[src/rtl/cellrv32_xirq_arb_if.sv]
// Bundle of CPU bus strobes and XIRQ pending/clear/irq lines seen by the arbiter.
// The arbiter takes the slave side; the bus/pending-buffer side takes the master side.
interface cellrv32_xirq_arb_if #(
    parameter int NUM_CH = 8
);
    logic [31:0]       addr_i;
    logic              rden_i;
    logic              wren_i;
    logic [31:0]       data_i;
    logic [31:0]       data_o;
    logic              ack_o;
    logic [NUM_CH-1:0] pend_i;
    logic [NUM_CH-1:0] pend_clr_o;
    logic              cpu_irq_o;

    modport slave (
        input  addr_i, rden_i, wren_i, data_i, pend_i,
        output data_o, ack_o, pend_clr_o, cpu_irq_o
    );

    modport master (
        output addr_i, rden_i, wren_i, data_i, pend_i,
        input  data_o, ack_o, pend_clr_o, cpu_irq_o
    );
endinterface

[src/rtl/cellrv32_xirq_arb.sv]
// Programmable-priority XIRQ arbiter with an in-service stack for nested preemption.
// Software claims the winner by reading CLAIM and retires it by writing its id back.
module cellrv32_xirq_arb #(
    parameter int          NUM_CH     = 8,
    parameter int          PRIO_BITS  = 3,
    parameter int          NEST_DEPTH = 4,
    parameter logic [31:0] BASE_ADDR  = 32'hFFFFF400
) (
    input  logic               clk_i,
    input  logic               rstn_i,
    cellrv32_xirq_arb_if.slave bus
);
    localparam int PW = PRIO_BITS;

    typedef struct packed {
        logic          valid;
        logic [4:0]    id;
        logic [PW-1:0] prio;
    } best_t;

    logic              r_en;
    logic [PW-1:0]     r_thresh;
    logic [PW-1:0]     r_prio    [NUM_CH];
    logic [4:0]        r_stkId   [NEST_DEPTH];
    logic [PW-1:0]     r_stkPrio [NEST_DEPTH];
    logic [3:0]        r_level;
    logic              r_cmplErr;
    logic              r_ovf;
    best_t             r_best;
    logic              r_irq;
    logic              r_ack;
    logic [31:0]       r_rdata;
    logic [NUM_CH-1:0] r_clr;

    logic              w_inWin;
    logic              w_rd;
    logic              w_wr;
    logic [5:0]        w_word;
    logic              w_claimRd;
    logic              w_cmplWr;
    logic              w_empty;
    logic              w_full;
    logic [4:0]        w_topId;
    logic [PW-1:0]     w_topPrio;
    logic [PW-1:0]     w_eff;
    logic [NUM_CH-1:0] w_inStack;
    best_t             w_arb;
    logic              w_push;
    logic              w_claimOvf;
    logic              w_pop;
    logic              w_cmplBad;
    logic [31:0]       w_rdata;
    logic              w_unused;

    assign w_inWin   = (bus.addr_i[31:8] == BASE_ADDR[31:8]);
    assign w_rd      = bus.rden_i & w_inWin;
    assign w_wr      = bus.wren_i & w_inWin;
    assign w_word    = bus.addr_i[7:2];
    assign w_claimRd = w_rd && (w_word == 6'd2);
    assign w_cmplWr  = w_wr && (w_word == 6'd2);
    assign w_empty   = (r_level == 4'd0);
    assign w_full    = (r_level == 4'(NEST_DEPTH));
    assign w_unused  = ^{bus.addr_i, bus.data_i};

    // Stack top and in-stack flags; entries at or above r_level are stale.
    always_comb begin
        w_topId   = '0;
        w_topPrio = '0;
        w_inStack = '0;
        for (int k = 0; k < NEST_DEPTH; k++) begin
            if (r_level == 4'(k + 1)) begin
                w_topId   = r_stkId[k];
                w_topPrio = r_stkPrio[k];
            end
            for (int i = 0; i < NUM_CH; i++) begin
                if ((4'(k) < r_level) && (r_stkId[k] == 5'(i)))
                    w_inStack[i] = 1'b1;
            end
        end
        w_eff = (w_topPrio > r_thresh) ? w_topPrio : r_thresh;
    end

    // Strict '>' on the running best keeps the lowest index on priority ties.
    always_comb begin
        w_arb = '0;
        for (int i = 0; i < NUM_CH; i++) begin
            if (bus.pend_i[i] && (r_prio[i] > w_eff) && !w_inStack[i] &&
                (r_prio[i] > w_arb.prio)) begin
                w_arb.valid = 1'b1;
                w_arb.id    = 5'(i);
                w_arb.prio  = r_prio[i];
            end
        end
    end

    assign w_push     = w_claimRd && r_best.valid && !w_full;
    assign w_claimOvf = w_claimRd && r_best.valid && w_full;
    assign w_pop      = w_cmplWr && !w_empty && (bus.data_i[4:0] == w_topId);
    assign w_cmplBad  = w_cmplWr && !w_pop;

    always_comb begin
        w_rdata = '0;
        if (w_rd) begin
            case (w_word)
                6'd0: w_rdata[0] = r_en;
                6'd1: w_rdata[PW-1:0] = r_thresh;
                6'd2: if (w_push) w_rdata = {1'b1, 26'b0, r_best.id};
                6'd3: begin
                    w_rdata[3:0] = r_level;
                    w_rdata[8]   = r_cmplErr;
                    w_rdata[9]   = r_ovf;
                end
                default: begin
                    for (int i = 0; i < NUM_CH; i++) begin
                        if (w_word == 6'(i + 4))
                            w_rdata[PW-1:0] = r_prio[i];
                    end
                end
            endcase
        end
    end

    // A push or pop invalidates best_q for one cycle so the next pick sees the new stack.
    always_ff @(posedge clk_i or negedge rstn_i) begin
        if (!rstn_i) begin
            r_en      <= 1'b0;
            r_thresh  <= '0;
            r_level   <= '0;
            r_cmplErr <= 1'b0;
            r_ovf     <= 1'b0;
            r_best    <= '0;
            r_irq     <= 1'b0;
            r_ack     <= 1'b0;
            r_rdata   <= '0;
            r_clr     <= '0;
            for (int i = 0; i < NUM_CH; i++)
                r_prio[i] <= '0;
            for (int k = 0; k < NEST_DEPTH; k++) begin
                r_stkId[k]   <= '0;
                r_stkPrio[k] <= '0;
            end
        end else begin
            r_ack   <= (bus.rden_i | bus.wren_i) & w_inWin;
            r_rdata <= w_rdata;
            r_irq   <= r_best.valid & r_en;
            r_best  <= (w_push || w_pop) ? '0 : w_arb;
            for (int i = 0; i < NUM_CH; i++)
                r_clr[i] <= w_push && (r_best.id == 5'(i));

            if (w_wr) begin
                case (w_word)
                    6'd0: r_en <= bus.data_i[0];
                    6'd1: r_thresh <= bus.data_i[PW-1:0];
                    6'd2: ;
                    6'd3: begin
                        if (bus.data_i[8]) r_cmplErr <= 1'b0;
                        if (bus.data_i[9]) r_ovf <= 1'b0;
                    end
                    default: begin
                        for (int i = 0; i < NUM_CH; i++) begin
                            if (w_word == 6'(i + 4))
                                r_prio[i] <= bus.data_i[PW-1:0];
                        end
                    end
                endcase
            end

            if (w_push) begin
                for (int k = 0; k < NEST_DEPTH; k++) begin
                    if (r_level == 4'(k)) begin
                        r_stkId[k]   <= r_best.id;
                        r_stkPrio[k] <= r_best.prio;
                    end
                end
                r_level <= r_level + 4'd1;
            end
            if (w_pop)
                r_level <= r_level - 4'd1;
            if (w_claimOvf)
                r_ovf <= 1'b1;
            if (w_cmplBad)
                r_cmplErr <= 1'b1;
        end
    end

    assign bus.data_o     = r_rdata;
    assign bus.ack_o      = r_ack;
    assign bus.pend_clr_o = r_clr;
    assign bus.cpu_irq_o  = r_irq;
endmodule

[src/flat_wrapper.sv]
// flat-port wrapper written by rule: the top's interface ports become plain ports
module cellrv32_xirq_arb_flat 
#(
    parameter int          NUM_CH     = 8,
    parameter int          PRIO_BITS  = 3,
    parameter int          NEST_DEPTH = 4,
    parameter logic [31:0] BASE_ADDR  = 32'hFFFFF400
)
  (clk_i, rstn_i, bus_addr_i, bus_rden_i, bus_wren_i, bus_data_i, bus_pend_i, bus_data_o, bus_ack_o, bus_pend_clr_o, bus_cpu_irq_o);
  cellrv32_xirq_arb_if #(.NUM_CH(NUM_CH)) bus_i ();
  input  logic clk_i;
  input  logic rstn_i;
  input wire logic [$bits(bus_i.addr_i)-1:0] bus_addr_i;
  input wire logic [$bits(bus_i.rden_i)-1:0] bus_rden_i;
  input wire logic [$bits(bus_i.wren_i)-1:0] bus_wren_i;
  input wire logic [$bits(bus_i.data_i)-1:0] bus_data_i;
  input wire logic [$bits(bus_i.pend_i)-1:0] bus_pend_i;
  output wire logic [$bits(bus_i.data_o)-1:0] bus_data_o;
  output wire logic [$bits(bus_i.ack_o)-1:0] bus_ack_o;
  output wire logic [$bits(bus_i.pend_clr_o)-1:0] bus_pend_clr_o;
  output wire logic [$bits(bus_i.cpu_irq_o)-1:0] bus_cpu_irq_o;
  assign bus_i.addr_i = bus_addr_i;
  assign bus_i.rden_i = bus_rden_i;
  assign bus_i.wren_i = bus_wren_i;
  assign bus_i.data_i = bus_data_i;
  assign bus_i.pend_i = bus_pend_i;
  assign bus_data_o = bus_i.data_o;
  assign bus_ack_o = bus_i.ack_o;
  assign bus_pend_clr_o = bus_i.pend_clr_o;
  assign bus_cpu_irq_o = bus_i.cpu_irq_o;
  cellrv32_xirq_arb #(.NUM_CH(NUM_CH), .PRIO_BITS(PRIO_BITS), .NEST_DEPTH(NEST_DEPTH), .BASE_ADDR(BASE_ADDR)) u_core (.clk_i(clk_i), .rstn_i(rstn_i), .bus(bus_i));
endmodule
[config.mk]
export PLATFORM = sky130hd
export DESIGN_NAME = cellrv32_xirq_arb_flat
export DESIGN_NICKNAME = d
export VERILOG_FILES = /design/src/rtl/cellrv32_xirq_arb_if.sv /design/src/rtl/cellrv32_xirq_arb.sv /design/src/flat_wrapper.sv
export SDC_FILE = /design/constraint.sdc
export NUM_CORES = 1
export LEC_CHECK = 0
export BUFFER_PORTS_ARGS = -buffer_cell sky130_fd_sc_hd__buf_2
export CORE_MARGIN = 5
export CORE_UTILIZATION = 55
export DETAILED_ROUTE_END_ITERATION = 16
export GPL_TIMING_DRIVEN = 0
export PLACE_DENSITY = 0.82
export SYNTH_ARGS = -nofsm -noshare
export SYNTH_HDL_FRONTEND = slang
export SYNTH_SLANG_ARGS = --single-unit
[constraint.sdc]
create_clock -name clk_i -period 15.3 [get_ports clk_i]
set_input_delay 0.765 -clock clk_i [delete_from_list [all_inputs] [get_ports clk_i]]
set_output_delay 0.765 -clock clk_i [all_outputs]
set_load 0.005 [all_outputs]
==> results.json <==
{
  "status": "finished clean",
  "cts_htree_levels": 3,
  "mostFrequentLayoutCells": "dfrtp_1 (80), buf_4 (63), buf_2 (62)",
  "min_path_type": "primary input to asynchronous set/reset pin",
  "cts_tree": "done",
  "via_count": 5990,
  "yosys.area_share.simple_pct": 21.1,
  "report.final.slew_viol_count": 0,
  "antenna_found_initial": 0,
  "dr.pass1.iters": 9,
  "finalWorstSetupSlack_ns": 0.314,
  "grt_pass1_wl_microns": 28700,
  "synth_cell_types": 98,
  "synth.area.mux_share_pct": 12.0,
  "grt.overflow.total": 0,
  "post-route-drc-count": 0,
  "drive_gt1_share_pct": 38.8,
  "synthToLayoutAreaGrowth_pct": 29.0,
  "endpoint_kind": "flip-flop",
  "synth_top_area_share_pct": 32.9,
  "fin_setup_tns_ns": 0,
  "synth_top_family_by_area": "simple AND/OR/NAND/NOR gates",
  "rows": 38,
  "synth.area.top_cells": "dfrtp_1 (33%), mux2_2 (10%), ha_1 (8.4%)",
  "dieArea_sq_um": 13600,
  "grt_use_total_pct": 27.2,
  "post-route-min-period_ns": 14.99,
  "synthFlopType": "dfrtp_1",
  "synth_xor_area_share_pct": 1.55,
  "cts.path.max_buffers": 2,
  "yosysWarnings": 0,
  "p_per_area_nw_per_um2": 55.3,
  "cp.arrival_ns": 15.20,
  "r2r-start": "u_core.r_level[0]",
  "first_global_vias": 5669,
  "async_reset_ff_share_pct": 100,
  "synthAdderAreaFrac_pct": 8.91,
  "clock-root-buffer": "clkbuf_16",
  "syn_avg_cell_area_sq_um": 9.25,
  "n_antenna_cell": 0,
  "routedWlPerCell_microns": 20.7,
  "final_common_cell": "dfrtp_1",
  "grt_max_degree": 76,
  "netlist_area_sq_um": 6230,
  "ioPinCount": 118,
  "chipWidth_microns": 116,
  "slew_headroom_pct": 48.4,
  "core_sq_um": 11000,
  "criticalPathCategory": "flip-flop to flip-flop",
  "via_per_inst": 6.27,
  "final_net_count": 929,
  "skew_ns": 0.00589,
  "synth_area_leader_cell": "dfrtp_1",
  "path_clk_slew_ns": 0.06,
  "worst_slew_pin_slew_ns": 0.767,
  "worstSetupStartpoint": "u_core.r_level[0]",
  "insertion_delay_ns": 0.34,
  "cts_made_buffers": 9,
  "critical-path-slowest-cell": "or4b_4",
  "crit_path_max_fanout": 6,
  "buffer_ports.inserted": 61,
  "drt_iter0_markers": 756,
  "die_h_microns": 116,
  "ant_nets": 0,
  "multi_input_area_sq_um": 4340,
  "seqCellArea_sq_um": 2050,
  "postRouteWirelength_microns": 19800,
  "dp_slack_ns": -2.13,
  "setup_viol": 0,
  "required_ns": 15.51,
  "rsz0062_at_grt": "yes",
  "netlist_instances": 674,
  "finalHoldViolations": 0,
  "yosysSeqAreaShare_pct": 32.9,
  "fmax_mhz": 66.7,
  "dpl.hpwl_microns": 13500,
  "cts_hold_buf": 0,
  "fillCellCount": 739,
  "cp_common_cell": "ha_4",
  "synth_compound_area_share_pct": 15.7,
  "slowest_delay_ns": 0.58,
  "numClockSinks": 82,
  "start_kind": "flip-flop",
  "leakage_uw": 0.00366,
  "synth_edf_count": 0,
  "max-vdd-ir-drop_v": 0.0000802,
  "start_util_pct": 56.8,
  "gp_routability_congestion": 0.940,
  "period_share_pct": 98.0,
  "ys_ff_latch": 82,
  "cap_violations": 0
}
-- cell usage after synthesis (3+ instances only) --
master	number
dfrtp_1	82
mux2_2	56
nand2_1	53
nor2_1	51
inv_1	46
ha_1	42
nand3_1	26
o21ai_0	26
a21oi_1	25
buf_4	25
clkbuf_1	19
nand4_1	12
mux2i_1	10
nor3_1	10
nand2b_1	9
a22oi_1	8
and2_1	8
nor4_1	8
nor2b_1	7
xnor2_1	7
a31oi_1	6
and3_1	6
a211oi_1	5
a221oi_1	5
nand3b_1	5
nor3b_1	5
o2111ai_1	5
o211ai_1	5
buf_2	4
nand4b_1	4
or2_2	4
xor2_1	4
maj3_1	3
nor3_2	3
or4_1	3
-- registers in the layout, summed over array words and instances (netlist names) --
signal / cells
u_core.r_level: 4
u_core.r_ovf: 1
u_core.r_best: 7
u_core.r_cmplErr: 1
u_core.r_stkId: 12
u_core.bus.ack_o: 1
u_core.r_stkPrio: 12
u_core.r_en: 1
u_core.bus.data_o: 7
u_core.bus.pend_clr_o: 8
u_core.r_prio: 24
u_core.bus.cpu_irq_o: 1
u_core.r_thresh: 3
-- cell type report --
cell class	count	area share, %
inverters	47	2.26
plain buffers	49	4.09
flip-flops and latches	82	25.6
multi-input cells	518	53.9
clock buffers	9	2.80
clock inverters	7	0.685
well taps	140	2.18
repair buffers	104	8.50
-- through the flow --
stage	cell area (sq um)	utilization, %	std cells	hold slack [ns]	power (uW)
final	8040	73.2	956	0.238	445
after global routing	8040	73.2	956	0.242	459
after CTS	7450	67.8	935	0.240	445
after detailed placement	6830	62.2	900	0.474	245
after global placement	6800	62.0	899	0.469	244
after floorplan	6320	-	698	0.440	232
-- where the power goes --
group	leakage [uW]	internal, uW	switching (uW)
Clock	0.000132	111	92.1
Combinational	0.00241	10.9	14.1
Sequential	0.00112	217	0.00000525
-- cell families after synthesis --
group | count (synthesis)
AO/OA/AOI/OAI | 131
buffers and inverters | 98
flip-flops | 82
XOR/XNOR | 11
other | 1
adder cells (fa/ha/maj) | 45
AND/OR/NAND/NOR | 239
multiplexers | 67
-- final timing paths --
check	endpoint	slack [ns]	cells after the start
min in group clk_i	u_core.bus.data_o[8]	0.50	1
max in group asynchronous	u_core.r_level[0]	14.48	2
worst min-delay path	u_core.r_stkId[11]	0.24	1
worst max register to register	u_core.r_best[1]	0.31	79
worst max-delay path	u_core.r_best[1]	0.31	79
worst min register to register	u_core.bus.data_o[8]	0.50	1
-- per-layer routing --
| layer | vias to the layer above | GRT usage (%) | part of all wire [%] |
|---|---|---|---|
| met5 | - | 0 | 0 |
| met4 | 0 | 7.73 | 2.5 |
| met3 | 58 | 5.18 | 8.4 |
| met2 | 336 | 46.1 | 51 |
| met1 | 2915 | 35.4 | 38 |
| li1 | 2681 | - | - |
-- critical path: cells and delay by family, from the launching register on --
family / cells / cell delay (ns)
buffers and inverters: 7 / 0.82
multiplexers: 5 / 1.53
AND/OR/NAND/NOR: 31 / 4.35
AO/OA/AOI/OAI: 26 / 5.23
adder cells (fa/ha/maj): 10 / 2.45
flip-flops: 1 / 0.44
-- what timing repair did --
action / CTS / global route
pin swaps: 18 / 42
setup buffers: 20 / 21
setup endpoints to repair: 7 / 7
gates cloned: 0 / 1
resized for setup: 47 / 79
(Power assumes the default switching activity.)
